<file path="src/rtl/mux_rr_arbiter.sv">
// Two-requester round-robin arbiter steering one word per cycle through a 2:1 mux
// into a valid/ready output register, with bounded burst ownership.
module mux_rr_arbiter #(
  parameter int WIDTH     = 8,
  parameter int MAX_BURST = 4
) (
  input  logic             clk,
  input  logic             rst_n,
  input  logic [1:0]       req,
  input  logic [WIDTH-1:0] din0,
  input  logic [WIDTH-1:0] din1,
  output logic [1:0]       gnt,
  output logic             sel,
  output logic [WIDTH-1:0] dout,
  output logic             dout_valid,
  input  logic             dout_ready
);

  localparam int CW = $clog2(MAX_BURST + 1);
  localparam logic [CW-1:0] MAX_CNT = CW'(MAX_BURST);

  typedef enum logic [1:0] {S_IDLE, S_OWN0, S_OWN1} state_t;

  state_t           r_state;
  logic [CW-1:0]    r_cnt;
  logic             r_last;
  logic             r_sel;
  logic             r_valid;
  logic [WIDTH-1:0] r_dout;

  logic w_can_load;
  logic w_owned;
  logic w_owner;
  logic w_keep;
  logic w_win;
  logic w_go;

  always_comb begin
    w_can_load = !r_valid || dout_ready;
    w_owned    = (r_state != S_IDLE);
    w_owner    = (r_state == S_OWN1);
    // Owner keeps the mux until its burst budget is spent, unless nobody else wants it.
    w_keep     = w_owned && req[w_owner] && ((r_cnt < MAX_CNT) || !req[~w_owner]);
    if (w_keep)
      w_win = w_owner;
    else if (&req)
      w_win = ~r_last;
    else
      w_win = req[1];
    // Held low during reset so no grant is visible before the first edge.
    w_go = rst_n && w_can_load && (|req);
    gnt  = w_go ? (w_win ? 2'b10 : 2'b01) : 2'b00;
  end

  always_ff @(posedge clk or negedge rst_n) begin
    if (!rst_n) begin
      r_state <= S_IDLE;
      r_cnt   <= '0;
      r_last  <= 1'b1;
      r_sel   <= 1'b0;
      r_valid <= 1'b0;
      r_dout  <= '0;
    end else if (w_go) begin
      r_dout  <= w_win ? din1 : din0;
      r_sel   <= w_win;
      r_valid <= 1'b1;
      r_last  <= w_win;
      r_state <= w_win ? S_OWN1 : S_OWN0;
      if (w_owned && (w_owner == w_win) && (r_last == w_win))
        r_cnt <= (r_cnt == MAX_CNT) ? r_cnt : r_cnt + CW'(1);
      else
        r_cnt <= CW'(1);
    end else if (w_can_load) begin
      // No requests while the register can take a word: drain and go idle.
      r_valid <= 1'b0;
      r_state <= S_IDLE;
      r_cnt   <= '0;
    end
  end

  assign sel        = r_sel;
  assign dout       = r_dout;
  assign dout_valid = r_valid;

endmodule

</file>
<file path="config.mk">
export PLATFORM = sky130hd
export DESIGN_NAME = mux_rr_arbiter
export DESIGN_NICKNAME = d
export VERILOG_FILES = /design/src/rtl/mux_rr_arbiter.sv
export SDC_FILE = /design/constraint.sdc
export NUM_CORES = 1
export LEC_CHECK = 0
export CAP_MARGIN = 20
export CORE_UTILIZATION = 31
export CTS_CLUSTER_DIAMETER = 40
export DETAILED_ROUTE_END_ITERATION = 8
export HOLD_SLACK_MARGIN = 0.02
export PLACE_DENSITY = 0.6
export SYNTH_ARGS = -nofsm -noshare
export SYNTH_HDL_FRONTEND = slang
export SYNTH_SLANG_ARGS = --single-unit
</file>
<file path="constraint.sdc">
create_clock -name clk -period 2.05 [get_ports clk]
set_input_delay 0.41 -clock clk [delete_from_list [all_inputs] [get_ports clk]]
set_output_delay 0.41 -clock clk [all_outputs]
set_load 0.005 [all_outputs]
</file>
After elaboration in Yosys (flattened, before gate mapping)

Cells that the tools add are included.

Register bits: 16
Latch bits: 0
RAM bits: 0
ROM bits: 0
Input port bits: 21
Output and inout port bits: 12
Word-level logic and storage cells: 49
Memories: 0

$add $sub $neg: 1
$mul: 0
Divide/modulo/power cells: 0
Order comparisons: 3
Equality and inequality tests: 5
Shift-type cells: 0
Multiplexer cells: 17
Bitwise logic cells: 2
Reduce and logical (&&, ||, !) cells: 15

Operators by type and width:

| kind                                                        | number |
|---|---|
| 2-to-1 mux 3 bit                                            | 4 |
| 2-to-1 mux 1 bit                                            | 8 |
| 2-to-1 mux 2 bit                                            | 4 |
| 2-to-1 mux 8 bit                                            | 1 |
| logical AND 1 bit                                           | 6 |
| less-than comparator 1 x 2 -> 1 bit (second input constant) | 2 |
| AND reduction 2 bit                                         | 2 |
| nonzero test 2 bit                                          | 2 |
| adder 3 x 1 -> 3 bit (second input constant)                | 1 |
| == test 3 bit (second input constant)                       | 1 |
| less-than comparator 3 bit (second input constant)          | 1 |
| inequality test 3 bit (second input constant)               | 1 |
| == test 1 bit                                               | 2 |
| == test 2 bit (second input constant)                       | 1 |
| zero test 1 bit                                             | 2 |
| logical OR 1 bit                                            | 2 |
| inverter 1 bit                                              | 2 |
| OR reduction 2 bit                                          | 1 |

Longest topological paths before layout

Gate-level depths: netlist of run 1.

Depth in word-level cells: 13
Mapped depth: 6
Mapped depth without buffers: 6

Worst setup path after synthesis of run 1

Ideal clock, no wire load.

Path kind: reg2out
From: register r_cnt[2]
To: output port gnt[1]
Arrival: 1073 ps
Data required time: 1640 ps
Slack: 567 ps
Stages on the path, launching flop included: 5
Buffers on the path: 1
Cells stage by stage: dfrtp_1 > o211ai_1 > nand3_1 > buf_4 > nor2_1

Longest elaborated chain between the ends: 6

Ends and longest elaborated chain:

| element                       | line | source |
|---|---|---|
| start: declaration            | 25   | `logic [CW-1:0] r_cnt;` |
| start signal: assignment      | 70   | `r_cnt <= (r_cnt == MAX_CNT) ? r_cnt : r_cnt + CW'(1);` |
| less-than comparator 3 bit    | 43   | `w_keep = w_owned && req[w_owner] && ((r_cnt < MAX_CNT) \|\| !req[~w_owner]);` |
| logical OR 1 bit              | 43   |  |
| logical AND 1 bit             | 43   |  |
| 2-to-1 mux 1 bit              | 44   | `if (w_keep)` |
| 2-to-1 mux 2 bit (2 in a row) | 52   | `gnt = w_go ? (w_win ? 2'b10 : 2'b01) : 2'b00;` |
| end: declaration              | 12   | `output logic [1:0] gnt,` |

Every way passes these cells.

Final worst setup path of run 1

From: input port rst_n
To: output port gnt[0]

Longest elaborated chain between the ends: 3

Ends and longest elaborated chain:

| element                        | line | source |
|---|---|---|
| start: declaration             | 8    | `input logic rst_n,` |
| logical AND 1 bit (2 in a row) | 51   | `w_go = rst_n && w_can_load && (\|req);` |
| 2-to-1 mux 2 bit               | 52   |  |

Every way passes these cells.

==> results.yml, run 1 <==
status:
  outcome: "finished clean"
sta:
  rsz0062_at_grt: "true"
  relSlewSlack_pct: 77.31
  period_needed_ps: 1985
  finalSetupViolCount: 0
  fmaxAchievable_mhz: 503.9
  period_share_pct: 96.81
  drv_slew: 0
  skew_ps: 3.223
  fin_ws_ps: 65.37
  tightest_slew_ps: 338.8
  finalHoldViolCount: 0
logic_synthesis:
  netlist_instances: 82
  synth_cell_type_count: 25
  ys_seq_area_share_pct: 49.46
  synth_warnings: 0
  ys_ff_latch: 16
  synth.avg_cell_area_sq_um: 9.903
  synthesis.area_sq_um: 812.0
  syn_nets: 105
global_routing:
  grt_overflow_total: 0
  antenna_found_initial: 0
  grt_pass1_vias: 756
  grt_start_max_net_pins: 17
  grt_util_all_layers_pct: 16.04
  grt_pass1_wl_um: 3222
routing:
  drt_iter0_markers: 2
  post_drt_via_cell_ratio: 4.838
  vias: 745
  drt_wl_total_um: 1890
  drc: 0
  routedWlPerCell_um: 12.27
  first_pass_iters: 4
  drt.antenna.violating_nets: 0
setup_path:
  required_ps: 1640
  rrSetupSlack_ps: 560
  path_buf_inv: 2
  crit_path_top_delay_cell: "clkdlybuf4s50_1"
  path_delay_family: "buffers and inverters"
  max_stage_delay_ps: 470
  crit_chain: "clkdlybuf4s50_1 > o21ai_1 > nand2b_4 > a31oi_2 > dlygate4sd2_1"
  worstSetupEndpointType: "output pin"
  path_class: "input pin to output pin"
  startpoint_type: "input pin"
  arrival_ps: 1570
  crit_fanout: 3
pwr:
  p_leak_nw: 0.5845
  p_clk_share_pct: 24.1
  power.net_switching_mw: 0.2338
  comb_power_share_pct: 30.5
  pwr-share-seq_pct: 45.5
  peakVddDrop_mv: 0.3449
  internal_power_mw: 0.6297
  power.density_nw_per_um2: 677.3
  total_power_mw: 0.8635
  switching_share_pct: 27.08
finish:
  syn_to_final_growth_pct: 57.01
  final_common_cell: "clkdlybuf4s50_1"
  final_cell_mix: "clkdlybuf4s50_1, dfrtp_1, a21oi_1, buf_4"
  n_antenna_cell: 0
  fill_cells: 249
  final_layout_size_suffix_gt1_share_pct: 16.94
  final_net_count: 148
  utilization_pct: 51.46
  fin_area_sq_um: 1275
placed_design:
  port-buffer-count: 32
  placed_cell_area_sq_um: 1220
  gp_congestion: 0.8587
  dp_slack_ps: -385.5
  dp_hpwl_um: 1414
clocking:
  cts_root_buf: "clkbuf_4"
  cts_tree: "yes"
  cts_inserted_buffers: 3
  clock-sinks: 16
  max-clock-path-buffers: 2
  cts_htree_levels: 1
  path_clk_slew_ps: 100
  insertion_delay_ps: 280
worst_hold_path:
  min_path_type: "input pin to async pin"
floorplanning:
  rows: 18
  die_x_um: 53.18
  die_area_sq_um: 2828
  start_util_pct: 32.78
  die_height_um: 53.18
  coreArea_sq_um: 2477
  num_io_pins: 33
flow_run:
  drv_cap: 0
[final timing paths]
check                                    from              endpoint  cells past startpoint
max in group asynchronous               rst_n    r_last$_DFFE_PN1P_                      2
min                                     rst_n  r_cnt[0]$_DFFE_PN0P_                      2
min in group clk              sel$_DFFE_PN0P_       sel$_DFFE_PN0P_                      1
max                                     rst_n                gnt[0]                      5
min reg2reg                   sel$_DFFE_PN0P_       sel$_DFFE_PN0P_                      1
max reg2reg                r_last$_DFFE_PN1P_   dout[2]$_DFFE_PN0P_                      5
[logic make-up after synthesis]
group,synth area share [%]
flops,49.46
compound gates,20.80
fa+ha+maj,3.081
buf+inv,4.931
simple gates,11.86
mux,9.862
[layer usage]
layer	part of all wire, %	up-vias	global-route usage, %
met3	7.0	4	4.598
li1	-	372	-
met1	46	340	20.36
met4	1.4	0	7.895
met2	45	29	24.68
met5	0	-	0
[power by group through the flow]
stage | registers (mW) | clock network [mW] | logic (mW)
detailed placement | 0.397 | 0 | 0.261
finish | 0.393 | 0.208 | 0.263
global route | 0.401 | 0.232 | 0.294
CTS | 0.392 | 0.216 | 0.266
global placement | 0.398 | 0 | 0.257
floorplan | 0.398 | 0 | 0.103
[area by class of cell]
| type | count | area, sq um | share of cell area [%] |
|---|---|---|---|
| Sequential cell | 16 | 401.6 | 31.50 |
| Multi-Input combinational cell | 57 | 394.1 | 30.91 |
| Timing Repair Buffer | 41 | 382.9 | 30.03 |
| Tap cell | 30 | 37.54 | 2.944 |
| Clock buffer | 4 | 36.28 | 2.846 |
| Inverter | 6 | 22.52 | 1.766 |
[worst reg2reg max path: stages, from the launching register on]
cell and delay (ps):
dfstp_2 560, o211ai_1 120, nand3_1 180, buf_4 230, mux2i_1 210, a21oi_1 90
[flip-flops by register name (all words and copies together) (netlist names)]
| signal | count |
|---|---|
| dout | 8 |
| r_cnt | 3 |
| r_state | 2 |
| dout_valid | 1 |
| r_last | 1 |
| sel | 1 |
[metrics by stage]
step	std cells	setup TNS, ps	hold slack [ps]
final	154	0	468.2
after floorplan	82	0	114.4
after detailed placement	150	-738.9	470.2
after global routing	154	-11.01	466.0
after CTS	154	0	461.9
after global placement	150	-673.0	462.7
[cells in the mapped netlist (all sizes together)]
master,instances,area share [%]
o21ai,5,3.1
a21o,3,2.8
a211o,1,1.1
inv,6,2.8
ha,2,3.1
nand2,4,1.8
o22ai,1,0.77
nand3b,1,0.92
dfrtp,15,46
a31oi,2,1.5
o211ai,1,0.92
buf,3,2.2
nand2b,2,1.5
a22oi,1,0.92
a21oi,10,6.6
mux2i,8,9.9
nand3,3,1.8
nor2b,1,0.77
a311o,1,1.2
nor2,10,4.9
a2111oi,1,1.8
dfstp,1,3.2
[what timing repair did]
action,CTS,global route
hold buffers,0,0
hold endpoints to repair,0,0
gates resized for setup,8,2
endpoints found under the setup margin,2,1
setup buffers,0,0
Note: power is estimated with default switching activity, not from simulation.
==> run 2, diff against run 1 <==
- CTS_CLUSTER_SIZE: unset -> 30
==> results of run 2 <==
The final DEF is identical to that of run 1; final timing and power are the same.
==> run 3, diff against run 2 <==
- CORE_UTILIZATION: 31 -> 45
- PLACE_DENSITY: 0.6 -> 0.82
==> run 3 against run 2 <==
Against the previous run:
- total power up 0.19%
- cell count fell by 2.6%
- clock power down 2%
- highest routed layer unchanged
- combinational power is 2% higher
- count of clock-buffer cells in the layout stayed put
- non-clock buffer count is 2 higher
- maximum frequency increased by 1.2%
- final area fell by 0.20%
- sequential share of layout area increased by 0.062 points
- clock skew is 6.9 ps higher
- die area decreased by 30%
- largest cell class unchanged
==> results.yml, run 3 (synthesized netlist as in run 1, its figures left out) <==
finish:
  fin_area_sq_um: 1272
  final_layout_size_suffix_gt1_share_pct: 18.25
  final_net_count: 150
  fill_cells: 102
  n_antenna_cell: 0
  final-instance-count-excl-fill: 150
  final_common_cell: "clkdlybuf4s50_1"
  final_cell_mix: "clkdlybuf4s50_1, dfrtp_1, buf_4"
  syn_to_final_growth_pct: 56.70
  largest_register_ffs: 8
sta:
  drv_slew: 0
  tightest_slew_ps: 344.3
  rsz0062_at_grt: "false"
  relSlewSlack_pct: 76.94
  finalSetupViolCount: 0
  setup_tns_ps: 0
  skew_ps: 10.16
  fmaxAchievable_mhz: 510.0
  period_share_pct: 95.66
  period_needed_ps: 1961
  finalHoldViolCount: 0
placed_design:
  dp.cells: 145
  placed_cell_area_sq_um: 1220
  gp_congestion: 0.8022
  port-buffer-count: 32
  dp_hpwl_um: 1435
setup_path:
  arrival_ps: 1550
  worstSetupEndpointType: "output pin"
  path_class: "input pin to output pin"
  crit_chain: "clkdlybuf4s50_1 > o21ai_1 > nand2b_4 > nor2_2 > dlygate4sd2_1"
  rr_startpoint: "r_cnt[2]$_DFFE_PN0P_"
  regToRegEndpoint: "r_cnt[2]$_DFFE_PN0P_"
  required_ps: 1640
  r2r_cells: 4
  max_stage_delay_ps: 480
  path_delay_family: "buffers and inverters"
  crit_fanout: 4
  path_buf_inv: 2
  rrSetupSlack_ps: 550
  crit_path_top_delay_cell: "clkdlybuf4s50_1"
  startpoint_type: "input pin"
routing:
  wl_met2_um: 986
  vias: 785
  post_drt_via_cell_ratio: 5.233
  drt_wl_total_um: 1901
  drc: 0
  wl_met1_um: 750
  wl_met3_um: 136
  top_layer: "met4"
  drt.antenna.violating_nets: 0
  drt_iter0_markers: 14
  routedWlPerCell_um: 12.67
  first_pass_iters: 4
flow_run:
  drv_cap: 0
global_routing:
  grt_pass1_vias: 725
  grt_overflow_total: 0
  grt_start_max_net_pins: 17
  antenna_found_initial: 0
  grt_pass1_wl_um: 2980
  grt_util_all_layers_pct: 21.08
floorplanning:
  die_height_um: 44.48
  coreArea_sq_um: 1594
  start_util_pct: 50.94
  rows: 14
  die_area_sq_um: 1978
  num_io_pins: 33
  die_x_um: 44.48
clocking:
  clock-sinks: 16
  path_clk_slew_ps: 100
  cts_htree_levels: 1
  insertion_delay_ps: 280
  cts_inserted_buffers: 3
  cts_root_buf: "clkbuf_4"
  max-clock-path-buffers: 2
  cts_tree: "yes"
  ctsHoldBuffers: 0
status:
  outcome: "finished clean"
worst_hold_path:
  min_path_type: "input pin to async pin"
pwr:
  power.density_nw_per_um2: 679.9
  total_power_mw: 0.8652
  peakVddDrop_mv: 0.4394
  p_leak_nw: 0.5885
[run 3: worst max path at each step]
stage                          from      to  slack (ps)  depth (start not counted)
6_report                     req[1]  gnt[1]          90                          5
3_5_place_dp                 req[0]  gnt[1]        -400                          5
4_1_cts                      req[1]  gnt[0]          20                          5
2_1_floorplan  r_cnt[2]$_DFFE_PN0P_  gnt[1]         570                          4
3_3_place_gp                 req[0]  gnt[1]        -360                          5
5_1_grt                      req[1]  gnt[1]          20                          5
[run 3: worst register-to-register path, stage by stage, from the launching register on]
cell and delay (ps):
dfrtp_1 450, a2111oi_2 380, a31oi_1 140, a311o_1 320
a21oi_2 160
[run 3: report_power, final]
part	switching [mW]	internal (mW)
combinational	0.107	0.162
clock	0.0954	0.108
sequential	0.0294	0.364
[run 3: repair_timing]
action                     CTS  global route
gates resized for setup      5             4
setup buffers                0             1
setup endpoints to repair    2             2
pin swaps                    0             1
[run 3: cell type report]
cell class,instances,area [sq um],area share [%]
inverter,6,22.52,1.770
tap,24,30.03,2.360
timing repair buffer,43,395.4,31.07
multi-input combinational,57,386.6,30.38
clock buffer,4,36.28,2.852
sequential,16,401.6,31.56
[run 3: per-stage QoR]
step / worst slack, ps / hold slack (ps) / util (%)
floorplan: 567.2 / 114.4 / -
global placement: -357.9 / 463.2 / 76.53
detailed placement: -404.7 / 473.5 / 76.53
CTS: 21.56 / 461.5 / 79.20
global route: 15.29 / 482.9 / 79.83
finish: 89.04 / 463.8 / 79.83
[run 3: per-layer routing]
metal / vias to the layer above / global-route usage (%)
met4: 0 / 7.273
met2: 35 / 38.82
met5: - / 0
met1: 368 / 23.61
met3: 4 / 4.898
li1: 378 / -
